File: src/rtl/fetch_unit.sv
// Instruction fetch stage: issues word-aligned requests to instruction memory and
// presents pc/inst to the IF/ID register, handling stalls, redirects and late acks.
module fetch_unit #(
    parameter logic [31:0] RESET_PC = 32'h0000_0000
) (
    input  logic        clk,
    input  logic        resetn,
    input  logic        hazard_stall,
    input  logic        exe_stall,
    input  logic        jmp,
    input  logic [31:0] jmp_target,
    output logic        imem_req,
    output logic [31:0] imem_addr,
    input  logic        imem_ack,
    input  logic [31:0] imem_rdata,
    output logic [31:0] pc,
    output logic [31:0] inst,
    output logic        inst_valid
);

    typedef enum logic [1:0] {
        IDLE = 2'b00,
        WAIT = 2'b01,
        HOLD = 2'b10,
        DROP = 2'b11
    } state_t;

    state_t      state_reg, state_next;
    logic [31:0] fetch_pc_reg, fetch_pc_next;
    logic [31:0] pc_reg, pc_next;
    logic [31:0] inst_reg, inst_next;
    logic        valid_reg, valid_next;
    logic [31:0] buf_pc_reg, buf_pc_next;
    logic [31:0] buf_inst_reg, buf_inst_next;
    logic [31:0] redirect_reg, redirect_next;

    logic        stall;
    logic [31:0] target;

    assign stall  = hazard_stall | exe_stall;
    assign target = jmp_target & 32'hFFFF_FFFC;

    // fetch_pc is not advanced until the outstanding request completes, so it
    // doubles as the outstanding address while in DROP.
    assign imem_req   = (state_reg == WAIT) || (state_reg == DROP);
    assign imem_addr  = fetch_pc_reg;
    assign pc         = pc_reg;
    assign inst       = inst_reg;
    assign inst_valid = valid_reg;

    always_comb begin
        state_next    = state_reg;
        fetch_pc_next = fetch_pc_reg;
        pc_next       = pc_reg;
        inst_next     = inst_reg;
        valid_next    = valid_reg;
        buf_pc_next   = buf_pc_reg;
        buf_inst_next = buf_inst_reg;
        redirect_next = redirect_reg;

        // Default output behaviour: a redirect or an idle non-stalled cycle is a bubble.
        if (jmp || !stall) begin
            inst_next  = 32'h0;
            valid_next = 1'b0;
        end

        case (state_reg)
            IDLE: state_next = WAIT;
            WAIT: begin
                if (imem_ack) begin
                    if (jmp) begin
                        fetch_pc_next = target;
                    end else if (stall) begin
                        buf_pc_next   = fetch_pc_reg;
                        buf_inst_next = imem_rdata;
                        state_next    = HOLD;
                    end else begin
                        pc_next       = fetch_pc_reg;
                        inst_next     = imem_rdata;
                        valid_next    = 1'b1;
                        fetch_pc_next = fetch_pc_reg + 32'd4;
                    end
                end else if (jmp) begin
                    redirect_next = target;
                    state_next    = DROP;
                end
            end
            HOLD: begin
                if (jmp) begin
                    fetch_pc_next = target;
                    state_next    = WAIT;
                end else if (!stall) begin
                    pc_next       = buf_pc_reg;
                    inst_next     = buf_inst_reg;
                    valid_next    = 1'b1;
                    fetch_pc_next = fetch_pc_reg + 32'd4;
                    state_next    = WAIT;
                end
            end
            DROP: begin
                if (imem_ack) begin
                    fetch_pc_next = jmp ? target : redirect_reg;
                    state_next    = WAIT;
                end else if (jmp) begin
                    redirect_next = target;
                end
            end
            default: state_next = IDLE;
        endcase
    end

    always_ff @(posedge clk) begin
        if (!resetn) begin
            state_reg    <= IDLE;
            fetch_pc_reg <= RESET_PC;
            pc_reg       <= 32'h0;
            inst_reg     <= 32'h0;
            valid_reg    <= 1'b0;
            buf_pc_reg   <= 32'h0;
            buf_inst_reg <= 32'h0;
            redirect_reg <= 32'h0;
        end else begin
            state_reg    <= state_next;
            fetch_pc_reg <= fetch_pc_next;
            pc_reg       <= pc_next;
            inst_reg     <= inst_next;
            valid_reg    <= valid_next;
            buf_pc_reg   <= buf_pc_next;
            buf_inst_reg <= buf_inst_next;
            redirect_reg <= redirect_next;
        end
    end

endmodule
File: config.mk
export PLATFORM = sky130hd
export DESIGN_NAME = fetch_unit
export DESIGN_NICKNAME = d
export VERILOG_FILES = /design/src/rtl/fetch_unit.sv
export SDC_FILE = /design/constraint.sdc
export NUM_CORES = 1
export LEC_CHECK = 0
export CAP_MARGIN = 10
export CORE_ASPECT_RATIO = 0.5
export CORE_UTILIZATION = 35
export DETAILED_ROUTE_END_ITERATION = 6
export GPL_TIMING_DRIVEN = 0
export PLACE_DENSITY = 0.55
export RECOVER_POWER = 50
export SLEW_MARGIN = 20
export SYNTH_ARGS = -nofsm -noshare
export SYNTH_HDL_FRONTEND = slang
export SYNTH_SLANG_ARGS = --single-unit
export TNS_END_PERCENT = 100
File: constraint.sdc
create_clock -name clk -period 2.35 [get_ports clk]
set_input_delay 0.235 -clock clk [delete_from_list [all_inputs] [get_ports clk]]
set_output_delay 0.235 -clock clk [all_outputs]
set_load 0.05 [all_outputs]
# Yosys cells after proc, flatten, opt, wreduce, memory -nomap -nowiden
# Cells that the tools add are included.
# totals
ff_bits	195
input_bits	70
output_inout_bits	98
word_cells	69
# classes
add_sub_neg	1
eq_ne	13
n_mux	32
n_bitwise	3
n_reduce_logical	12
# ops
op	n
$mux 32	16
$pmux 32 s2	2
$pmux 32 s3	1
$add 32x3->32 const B	1
$mux 2	7
$ne 2x2->1 const B	6
$ne 3x3->1 const B	4
$pmux 2 s4	1
$reduce_and 6->1	1
$reduce_and 5->1	1
$eq 2x2->1 const B	2
$mux 1	4
$reduce_and 4->1	1
$reduce_and 3->1	1
$reduce_bool 3->1	1
$eq 2x1->1 const B	1
$logic_not 2->1	1
$logic_or 1x1->1	2
$not 1->1	2
$pmux 1 s2	1
$reduce_and 2->1	1
$reduce_bool 2->1	1
$reduce_or 2->1	1
$logic_not 1->1	1
$or 1x1->1	1

# Depth between registers and ports, before layout
# Gate-level depths: netlist (run 1).
# logic_depth
word_depth	8
depth_mapped	10
depth_no_buf	7

# Worst setup path before layout (run 1)
# Ideal clock, no wire load.
# synth_timing
kind	register -> register
startpoint	reg fetch_pc_reg[2], in the netlist imem_addr[2]
endpoint	reg fetch_pc_reg[28], in the netlist imem_addr[28]
setup_ns	0.119
arrival_time_ns	2.240
t_required_ns	2.231
slack_ns	-0.009
path_stages_with_launch	6
n_path_buf	0
period_less_slack_ns	2.359
path_cell_list	dfxtp_1 ha_1 nand3_1 nor4_2 nand3_1 o221a_2
# synth_via
elab_chain_len	5
# synth_lines
item	line_no	text
start: declaration	29	logic [31:0] fetch_pc_reg, fetch_pc_next;
start signal: assignment	124	fetch_pc_reg <= fetch_pc_next;
$add 32x3->32 (*)	81, 96	
$mux 32 (*)	73, 92	
$mux 32 (*)	89	if (jmp) begin
$mux 32	70	if (imem_ack) begin
$pmux 32 s3 (*)	67	case (state_reg)
# Every way passes the cells marked *; elsewhere a longest branch is shown, timed or not. The select of a mux whose other input is x is not followed.
# A chain may end at the register's enable or synchronous reset.

# Worst setup path in the final report (run 1)
# layout_timing
startpoint	reg state_reg[1]
endpoint	reg fetch_pc_reg[1], in the netlist imem_addr[1]
# layout_via
elab_chain_len	3
word_cells_on_any_way	8
classes_between	eq/ne: 5; mux: 1; reduce/logical: 2
# layout_lines
item	line_no	text
start: declaration	28	state_t state_reg, state_next;
start signal: assignment	123	state_reg <= state_next;
$eq 2x1->1 / $eq 2x2->1 (equally long branches)	67	
$ne 2x2->1 (no source line) / $reduce_bool 3->1 (equally long branches)	n/a	
$reduce_and 3->1 (no source line)	n/a	
# Several ways; a longest one is shown, not always the timed one.

==> results of run 1 <==
-- path summary, 6_finish.rpt --
check | start | end | depth (start not counted)
min reg2reg | buf_pc_reg[21]$_SDFFE_PN0P_ | buf_pc_reg[21]$_SDFFE_PN0P_ | 2
max reg2reg | state_reg[1]$_SDFFE_PN0P_ | imem_addr[1]$_SDFFE_PN0P_ | 8
min | resetn | imem_addr[31]$_SDFFE_PN0P_ | 3
max | state_reg[1]$_SDFFE_PN0P_ | imem_addr[1]$_SDFFE_PN0P_ | 8
-- cell usage in the layout (no fill, tap or decap), types with 3 or more instances in the layout --
cell,n
o211ai_1,5
o21a_1,3
a31oi_1,10
clkbuf_1,55
o211a_1,3
a21oi_1,126
o21ai_0,33
nor2_1,95
dfxtp_1,193
nand4_1,15
a22oi_1,36
dlygate4sd3_1,92
a211oi_2,3
a211oi_1,32
and3_1,11
clkinv_4,3
inv_6,3
inv_1,12
buf_2,10
nand3_1,16
mux2i_1,36
clkdlybuf4s50_1,71
a32oi_1,3
a22o_1,32
nor3_1,5
or2_2,4
a221oi_1,5
clkinvlp_4,5
clkbuf_2,25
nor2b_1,5
mux2_2,4
nand2_1,252
ha_1,5
o22ai_1,3
or3_1,3
clkbuf_16,17
-- synth_stat cells (4+ instances only) --
| cell | count |
|---|---|
| nand2_1 | 254 |
| inv_1 | 12 |
| clkbuf_1 | 77 |
| nor2_1 | 96 |
| mux2_2 | 4 |
| nor3_1 | 7 |
| a22o_1 | 32 |
| nand3_1 | 16 |
| a22oi_1 | 36 |
| o211ai_1 | 5 |
| nand4_1 | 15 |
| or2_2 | 4 |
| mux2i_1 | 36 |
| a221oi_1 | 5 |
| a211oi_1 | 36 |
| and3_1 | 11 |
| a31oi_1 | 10 |
| dfxtp_1 | 195 |
| nor2b_1 | 5 |
| a21oi_1 | 126 |
| o21ai_0 | 33 |
| ha_1 | 5 |
| buf_2 | 10 |
-- final cells by class --
class,instances,share of cell area (%)
repair buffers,167,14.6
flip-flops and latches,195,33.9
plain buffers,90,3.37
inverters,13,0.424
clock inverters,13,1.30
well taps,336,3.65
clock buffers,19,3.85
multi-input cells,793,38.9
-- power breakdown --
part	switching, W	total, W	leakage (nW)	internal, W
clock network	0.00140	0.00301	0.273	0.00161
registers	0.000156	0.00358	1.58	0.00343
logic	0.00104	0.00155	2.32	0.000514
-- metal layers --
layer / GRT usage, % / vias up
li1: - / 4216
met1: 32.3 / 4255
met2: 37.2 / 297
met3: 5.56 / 31
met4: 6.76 / 0
met5: 0 / -
-- per-stage QoR --
stage	cell area (µm²)	TNS, ns	cells	hold WS, ns
floorplan	8700	0	1092	0.371
CTS	11500	0	1627	0.136
detailed placement	10800	-59.85	1593	0.446
finish	11500	0	1626	0.147
global placement	10800	-90.46	1592	0.442
global route	11500	-0.284	1626	0.152
-- logic make-up (layout without fill, tap and decap cells) --
family	after synthesis	in the layout	share of synthesized area (%)
adders and majority gates	5	5	0.720
muxes	40	40	4.66
buffers and inverters	104	302	4.65
and+or+nand+nor	430	430	21.3
DFF	195	195	44.9
AOI/OAI and AO/OA	318	318	23.7
-- timing repair --
action,CTS,global route
gates resized for setup,28,36
buffers inserted,2,0
pin swaps,1,2
setup endpoints to repair,146,151
hold buffers,0,0
-- critical path: cells and delay by family (launching register included) --
family          cells  cell delay [ns]
simple gates        3             0.83
flops               1             0.38
buf+inv             2             0.25
compound gates      2             0.53
fa+ha+maj           1             0.17
==> results by group, run 1 <==
Status
  – Status: finished clean

Die
  – Row cnt: 40
  – Top Ports: 168
  – Die H: 113 µm
  – Die area: 25500 µm²
  – Die X: 225 µm
  – Initial core utilization: 36.0%
  – Core area: 24200 µm²

Timing
  – Worst Tran Pin Value: 0.905 ns
  – Period utilization: 97.4%
  – Max Transition Viols Final: 0
  – Final hold violation count: 0
  – Fin crit period: 2.29 ns
  – Final worst slack: 0.0617 ns
  – Max Fclk: 437 MHz
  – RSZ-0062 raised after global routing: yes
  – Setup Skew: 0.0108 ns
  – Finish-stage setup viols: 0
  – Slew HR: 39.7%

Place
  – PortBufs: 164
  – Post-Place Worst Slack: -0.520 ns
  – Final RePlAce weighted congestion: 0.898
  – Detailed placement HPWL: 22000 µm

Logic synthesis
  – Post-Syn Instances: 1092
  – Post-synthesis register bit count: 195
  – Syn Area/Cell: 7.96 µm²
  – Yosys warns: 0
  – Cell taking the most area after synthesis: dfxtp_1
  – Post-synth EDFFs: 0
  – Netlist Area Pre-Place: 8690 µm²
  – Ys flop type: dfxtp_1
  – Syn Nets: 1167
  – Fraction of the yosys area taken by sequential cells: 44.9%
  – Share of the synthesized area in the top cell type: 44.9%
  – Ranking of synthesized cells by area: dfxtp_1, nand2_1, a21oi_1, mux2i_1, nor2_1
  – Async SR Flop Fraction: 0%
  – Cell variety after synth: 63

Global routing
  – Vias in the first global route: 8441
  – First-pass GRT wire length: 46200 µm
  – Tot GR Track Use: 23.6%
  – Largest net degree at the start of global routing: 18
  – Initial antenna violation count: 1
  – Grt total ovfl: 0

Clock tree
  – Num CTS Buffers: 17
  – CTS Sinks: 195
  – Clock latency on the worst-skew pair: 0.46 ns
  – Reg clk slew, reported paths: 0.07 ns
  – Clock H-tree levels: 4
  – CTS tree: done
  – Root buf cell: clkbuf_16
  – Max clock buf depth: 2

Route
  – Met1 wire length: 14000 µm
  – Via density: 5.41
  – Met2 wire length: 13500 µm
  – Top routing layer used: met4
  – Final wirelength: 30000 µm
  – Via count: 8799
  – Met3 WL: 2020 µm
  – First-pass DRT Iterations: 6
  – Antenna Nets Post-Route: 0
  – DRC Markers: 0
  – Post-DR wirelength/cell: 18.4 µm
  – Initial DRC Count: 752

Finish
  – Fillcell total: 2368
  – Fraction of final layout cells sized beyond drive strength 1: 8.14%
  – Final #Nets: 1352
  – Register area: 3910 µm²
  – Area delta synth->final: 32.4%
  – Final core utilization: 47.6%
  – N_diodes: 0
  – Area of the multi-input gates: 4480 µm²

Setup path
  – Largest fanout on the critical path: 10
  – Worst setup path category: flip-flop to flip-flop
  – Reg2Reg Setup Slack: 0.06 ns
  – Worst Setup Start Kind: flip-flop
  – Delay of the slowest critical-path stage: 0.46 ns
  – CP max-delay cell: nor2_2
  – Required @ worst endpoint: 2.68 ns
  – Critical path data arrival time: 2.62 ns
  – Crit-path cells: inv_1 > ha_1 > buf_2 > o21ba_2 > nor2_2 > nand2_1 > a32oi_1 > nor2_1
  – Worst Setup End Kind: flip-flop

Power
  – P_leak: 4.17 nW
  – Max VDD drop: 458 µV
  – Design Power: 0.00814 W
  – Power Dens Cells: 707 nW/µm²

Job
  – Max Cap Viol: 0

Hold path
  – Hold Path Class: primary input to flip-flop
No activity file was read; power rests on OpenSTA's default activity.
==> run 2: changes to the inputs <==
--- a/config.mk
+++ b/config.mk
@@ -12,7 +12,7 @@
 export GPL_TIMING_DRIVEN = 0
 export PLACE_DENSITY = 0.55
 export RECOVER_POWER = 50
-export SLEW_MARGIN = 20
+export SLEW_MARGIN = 10
 export SYNTH_ARGS = -nofsm -noshare
 export SYNTH_HDL_FRONTEND = slang
 export SYNTH_SLANG_ARGS = --single-unit
==> results of run 2 <==
Final layout, timing and power as in run 1 (identical DEF).
==> run 3: changes to the inputs <==
--- a/config.mk
+++ b/config.mk
@@ -6,7 +6,6 @@
 export NUM_CORES = 1
 export LEC_CHECK = 0
 export CAP_MARGIN = 10
-export CORE_ASPECT_RATIO = 0.5
 export CORE_UTILIZATION = 35
 export DETAILED_ROUTE_END_ITERATION = 6
 export GPL_TIMING_DRIVEN = 0
==> results by group, run 3 (synthesized netlist as in run 1, its figures left out) <==
Clock tree
  – Clock latency on the worst-skew pair: 0.45 ns (was 0.46 ns)
  – Max clock buf depth: 2 (unchanged)
  – CTS Sinks: 195 (unchanged)
  – Num CTS Buffers: 17 (unchanged)
  – Clock H-tree levels: 4 (unchanged)
  – Root buf cell: clkbuf_16 (unchanged)
  – Reg clk slew, reported paths: 0.07 ns (about the same)
  – CTS tree: done (unchanged)

Die
  – Die X: 160 µm (was 225 µm)
  – Top Ports: 168 (unchanged)
  – Core area: 24300 µm² (was 24200 µm²)
  – Initial core utilization: 35.7% (was 36.0%)
  – Row cnt: 57 (was 40)
  – Die area: 25500 µm² (about the same)
  – Die H: 160 µm (was 113 µm)

Timing
  – Final worst slack: 0.0647 ns (was 0.0617 ns)
  – Setup Skew: 0.0119 ns (was 0.0108 ns)
  – Final hold violation count: 0 (unchanged)
  – Max Transition Viols Final: 0 (unchanged)
  – Max Fclk: 438 MHz (was 437 MHz)
  – Period utilization: 97.2% (was 97.4%)
  – RSZ-0062 raised after global routing: no (was yes)
  – Fin crit period: 2.29 ns (about the same)
  – Worst Tran Pin Value: 0.838 ns (was 0.905 ns)
  – Slew HR: 44.1% (was 39.7%)
  – Finish-stage setup viols: 0 (unchanged)
  – Hold_ws: 0.185 ns (was 0.147 ns)

Power
  – Comb power frac: 19.0% (about the same)
  – Design Power: 0.00822 W (was 0.00814 W)
  – Sequential Power Share: 43.7% (was 44.0%)
  – Sw frac: 31.7% (was 31.8%)
  – Clk network pwr share: 37.3% (was 36.9%)
  – P_leak: 4.26 nW (was 4.17 nW)
  – Internal Pwr Total: 0.00561 W (was 0.00555 W)
  – Switch Pwr: 0.00261 W (was 0.00259 W)
  – Power Dens Cells: 710 nW/µm² (was 707 nW/µm²)
  – Max VDD drop: 406 µV (was 458 µV)

Place
  – PortBufs: 164 (unchanged)
  – Final RePlAce weighted congestion: 0.847 (was 0.898)
  – Post-Place Worst Slack: -0.514 ns (was -0.520 ns)
  – Detailed placement HPWL: 21500 µm (was 22000 µm)
  – DP Area: 10800 µm² (about the same)

Setup path
  – Required @ worst endpoint: 2.67 ns (was 2.68 ns)
  – Worst Setup Start Kind: flip-flop (unchanged)
  – Worst setup path category: flip-flop to flip-flop (unchanged)
  – Worst Setup End Kind: flip-flop (unchanged)
  – Largest fanout on the critical path: 7 (was 10)
  – Critical path data arrival time: 2.60 ns (was 2.62 ns)

Finish
  – Final #Nets: 1357 (was 1352)
  – Area delta synth->final: 33.1% (was 32.4%)
  – Fillcell total: 2432 (was 2368)
  – Most common cell after layout, fill and taps aside: nand2_1 (unchanged)
  – N_diodes: 0 (unchanged)
  – Most frequent cells in the layout: nand2_1, dfxtp_1, a21oi_1 (unchanged)
  – Design Area, Final: 11600 µm² (was 11500 µm²)
  – Final core utilization: 47.6% (about the same)
  – Fraction of final layout cells sized beyond drive strength 1: 8.80% (was 8.14%)

Job
  – Max Cap Viol: 0 (unchanged)

Route
  – First-pass DRT Iterations: 5 (was 6)
  – Post-DR wirelength/cell: 18.2 µm (was 18.4 µm)
  – Antenna Nets Post-Route: 0 (unchanged)
  – Via count: 8616 (was 8799)
  – Initial DRC Count: 713 (was 752)
  – DRC Markers: 0 (unchanged)
  – Final wirelength: 29400 µm (was 30000 µm)
  – Via density: 5.32 (was 5.41)

Global routing
  – Tot GR Track Use: 23.2% (was 23.6%)
  – Vias in the first global route: 8148 (was 8441)
  – Largest net degree at the start of global routing: 19 (was 18)
  – Initial antenna violation count: 0 (was 1)
  – Grt total ovfl: 0 (unchanged)
  – First-pass GRT wire length: 46200 µm (about the same)

Hold path
  – Hold Path Class: primary input to flip-flop (unchanged)

Status
  – Status: finished clean (unchanged)
-- run 3: cell count changes in the layout (fill, tap and decap cells not counted), moves of 2 or more --
cell             change
buf_4                +7
clkbuf_1             -5
clkdlybuf4s50_1      -5
clkinvlp_4           -5
dlygate4sd3_1        +5
clkbuf_2             +4
clkinv_4             +4
buf_2                -2
inv_6                -2
inv_8                +2
-- run 3: layout make-up --
cell class              instances  area, µm²  area share, %
flip-flops and latches        195       3910           33.8
plain buffers                  89        390           3.37
inverters                      13       48.8          0.422
clock buffers                  19        453           3.91
repair buffers                173       1720           14.8
clock inverters                13        169           1.46
well taps                     324        405           3.50
multi-input cells             793       4480           38.7
-- run 3: final timing paths --
kind	endpoint	slack, ns	cells after the start	from
setup / recovery	imem_addr[12]$_SDFFE_PN0P_	0.06	6	imem_addr[3]$_SDFFE_PN0P_
hold / removal	imem_addr[31]$_SDFFE_PN0P_	0.19	3	resetn
setup reg to reg	imem_addr[12]$_SDFFE_PN0P_	0.06	6	imem_addr[3]$_SDFFE_PN0P_
hold reg to reg	redirect_reg[31]$_SDFFE_PN0P_	0.45	2	redirect_reg[31]$_SDFFE_PN0P_
-- run 3: power groups by stage --
stage / logic (W) / registers, W / clock network (W)
2_1_floorplan: 0.000692 / 0.00385 / 0
3_3_place_gp: 0.00151 / 0.00366 / 0
3_5_place_dp: 0.00151 / 0.00367 / 0
4_1_cts: 0.00156 / 0.00359 / 0.00310
5_1_grt: 0.00168 / 0.00361 / 0.00322
6_report: 0.00156 / 0.00359 / 0.00307
-- run 3: routing by layer --
metal	global-route usage (%)	wire length [µm]	part of all wire (%)
met1	33.1	14100	48
met2	35.8	13200	45
met3	3.23	1580	5.4
met4	7.56	572	1.9
met5	0	0	0
-- run 3: stage by stage --
step                TNS, ns  cells
floorplan                 0   1092
global route              0   1619
finish                    0   1619
global placement     -85.91   1580
detailed placement   -56.61   1581
CTS                       0   1616
-- run 3: worst max-delay path, cell delays in order (launching register included) --
cell	delay (ns)
dfxtp_2	0.46
ha_1	0.29
nand3_1	0.22
or3_1	0.44
mux2_2	0.29
a221oi_1	0.33
a21oi_1	0.12
-- run 3: what timing repair did --
action | in CTS | in global routing
pin swaps | 1 | 4
hold buffers | 0 | 0
resized for setup | 30 | 38
setup endpoints to repair | 93 | 137
setup buffers | 3 | 5
==> RTL change (settings of run 1) <==
Reset style: asynchronous (`resetn`), changed in one clocked block.
--- a/src/rtl/fetch_unit.sv
+++ b/src/rtl/fetch_unit.sv
@@ -110,5 +110,5 @@
     end
 
-    always_ff @(posedge clk) begin
+    always_ff @(posedge clk or negedge resetn) begin
         if (!resetn) begin
             state_reg    <= IDLE;
Formal check against the unedited RTL: differs if resetn is asserted again (counterexample within 4 cycles, from zero or initial values and one cycle with resetn low); with resetn held inactive, the same outputs for 4 cycles.
==> RTL change against run 1 <==
- the flow now finishes with violations (max-capacitance violations, max-slew violations)
- synthesized cell count down 28%
- worst setup slack lost 0.0020 ns
- area after synthesis up 5.2%
- sequential cell count unchanged
- wire length decreased by 14%
- register-to-register slack gained 0.08 ns
- cell area is 3.9% higher
- largest cell class is now registers
Power is not compared: it rests on default switching activity, and its combinational part moved more than twofold at a synthesized area within 25%.
==> RTL change: results (changes against run 1) <==
Status
  • Outcome: finished, violations left (was complete, no violations)
  • Failing checks: max-capacitance violations, max-slew violations

Cells and area
  • Nets: 1,050 (was 1,352)
  • Share of layout cells above drive strength 1: 0.200 (was 0.0814)

Min path
  • Hold Path End: state_reg[0] (was imem_addr[31])
  • Hold path cells: 4 (was 3)
  • Worst hold start: imem_ack (was resetn)

Logic synthesis
  • Synth cell count leaders: 195 x dfrtp_1, 90 x mux2_2, 63 x a22o_1 (was 254 x nand2_1, 195 x dfxtp_1, 126 x a21oi_1)
  • Top cells by area, synth: dfrtp_1 53%, mux2_2 11%, a22o_1 6.0%, mux2i_1 3.9%, a21oi_1 2.8% (was dfxtp_1 45%, nand2_1 11%, a21oi_1 7.3%, mux2i_1 4.1%, nor2_1 4.1%)
  • FFs w/ async S/R, synth: 1.00 (was 0)
  • Netlist cell types: 67 (was 63)
  • Syn_nets: 860 (was 1,167)
  • Area fraction in compound gates after synthesis: 0.179 (was 0.237)
  • Post-Synth Adder-Cell Area: 0.00684 (was 0.00720)
  • Seq/Total Area, Yosys: 0.534 (was 0.449)
  • Syn Area/Cell: 11.6 um2 (was 7.96 um2)
  • Mux cell area share after synthesis: 0.154 (was 0.0466)

Clocking
  • Worst-Skew Late Latency: 0.45 ns
  • Maximum clock insertion buffer count: 2 (unchanged)

Routing
  • First DRT Iteration DRCs: 521 (was 752)
  • Routed vias/inst: 5.35 (was 5.41)
  • Drt wl/cell: 19.4 um (was 18.4 um)
  • Via count: 7,127 (was 8,799)
  • First-pass iteration count of the detailed router: 5 (was 6)

STA
  • Final max-slew violation count: 58 (was 0)
  • Worst hold slack: 0.269 ns (was 0.147 ns)
  • Setup Skew: 0.00744 ns (was 0.0108 ns)
  • Final worst-path cycle share: 0.975 (was 0.974)
  • Slew HR: -0.0791 (was 0.397)

Setup path
  • CP arrival: 2.06 ns (was 2.62 ns)
  • Worst setup path start: state_reg[0] (was state_reg[1])
  • RR Startpoint: state_reg[1] (unchanged)
  • Critical path's top delay family: buffers and inverters (was simple AND/OR/NAND/NOR gates)
  • CP peak stage delay: 0.42 ns (was 0.46 ns)
  • CP max FO: 10 (unchanged)
  • Slowest stage cell, crit path: dfrtp_1 (was nor2_2)
  • R2r setup slk: 0.14 ns (was 0.06 ns)
  • CP endpoint: imem_req (was imem_addr[1])
  • R2r endpoint: buf_pc_reg[8] (was imem_addr[1])

Placement
  • Placed cell area: 11,300 um2 (was 10,800 um2)
  • DP Cell Count: 1,294 (was 1,593)
  • Post-place setup slack: -0.194 ns (was -0.520 ns)
  • DPL Wire Length: 18,500 um (was 22,000 um)
  • Port bufs: 163 (was 164)
  • Placer Congestion: 0.833 (was 0.898)

Global routing
  • Initial antenna violation count: 0 (was 1)
  • First-pass GRT wire length: 41,100 um (was 46,200 um)
  • Largest net degree at the start of global routing: 72 (was 18)
  • Total GRT Usage: 0.201 (was 0.236)
  • Vias in the first global route: 7,183 (was 8,441)

Job
  • Maximum Capacitance Violations: 1 (was 0)
## RTL change: changes by cell type after synthesis, moves of 47 or more
cell	run 1	this run
nand2_1	254	33
dfrtp_1	0	195
dfxtp_1	195	0
mux2_2	4	90
a21oi_1	126	51
clkbuf_1	77	18
nor2_1	96	49
## RTL change: timing repair
action,in CTS,in global routing
setup buffers,6,0
hold buffers,1,0
resized for setup,9,16
gates cloned,0,0
endpoints found under the hold margin,57,0
endpoints found under the setup margin,127,110
pin swaps,2,0
## RTL change: worst reg2reg max path: stages (launching register included)
cell      delay, ns
dfrtp_1        0.40
inv_1          0.11
ha_1           0.18
buf_2          0.25
nand2_2        0.14
nor3_4         0.22
buf_4          0.19
clkbuf_4       0.25
mux2_2         0.36
## RTL change: layout make-up
cell class / count / area, um2
Clock buffer: 27 / 493
Buffer: 59 / 344
Timing Repair Buffer: 172 / 1730
Inverter: 9 / 37.5
Tap cell: 344 / 430
Sequential cell: 195 / 4880
Fill cell: 2413 / 13500
Multi-Input combinational cell: 521 / 3920
Clock inverter: 4 / 120
## RTL change: report_power, final
part           leakage (uW)  switching, uW  internal [uW]  total, uW
Sequential          0.00242           1080           4740       5820
Combinational       0.00236           4550           2780       7320
Clock              0.000296           1250           1860       3120
Total               0.00507           6880           9380      16300
## RTL change: routing by layer
metal | vias up | part of all wire | wire length (um) | global-route usage
met4 | 0 | 0.0083 | 214 | 0.0578
met3 | 12 | 0.049 | 1270 | 0.0425
met5 | - | 0 | 0 | 0
li1 | 3309 | - | - | -
met1 | 3636 | 0.47 | 12200 | 0.277
met2 | 170 | 0.47 | 12200 | 0.320
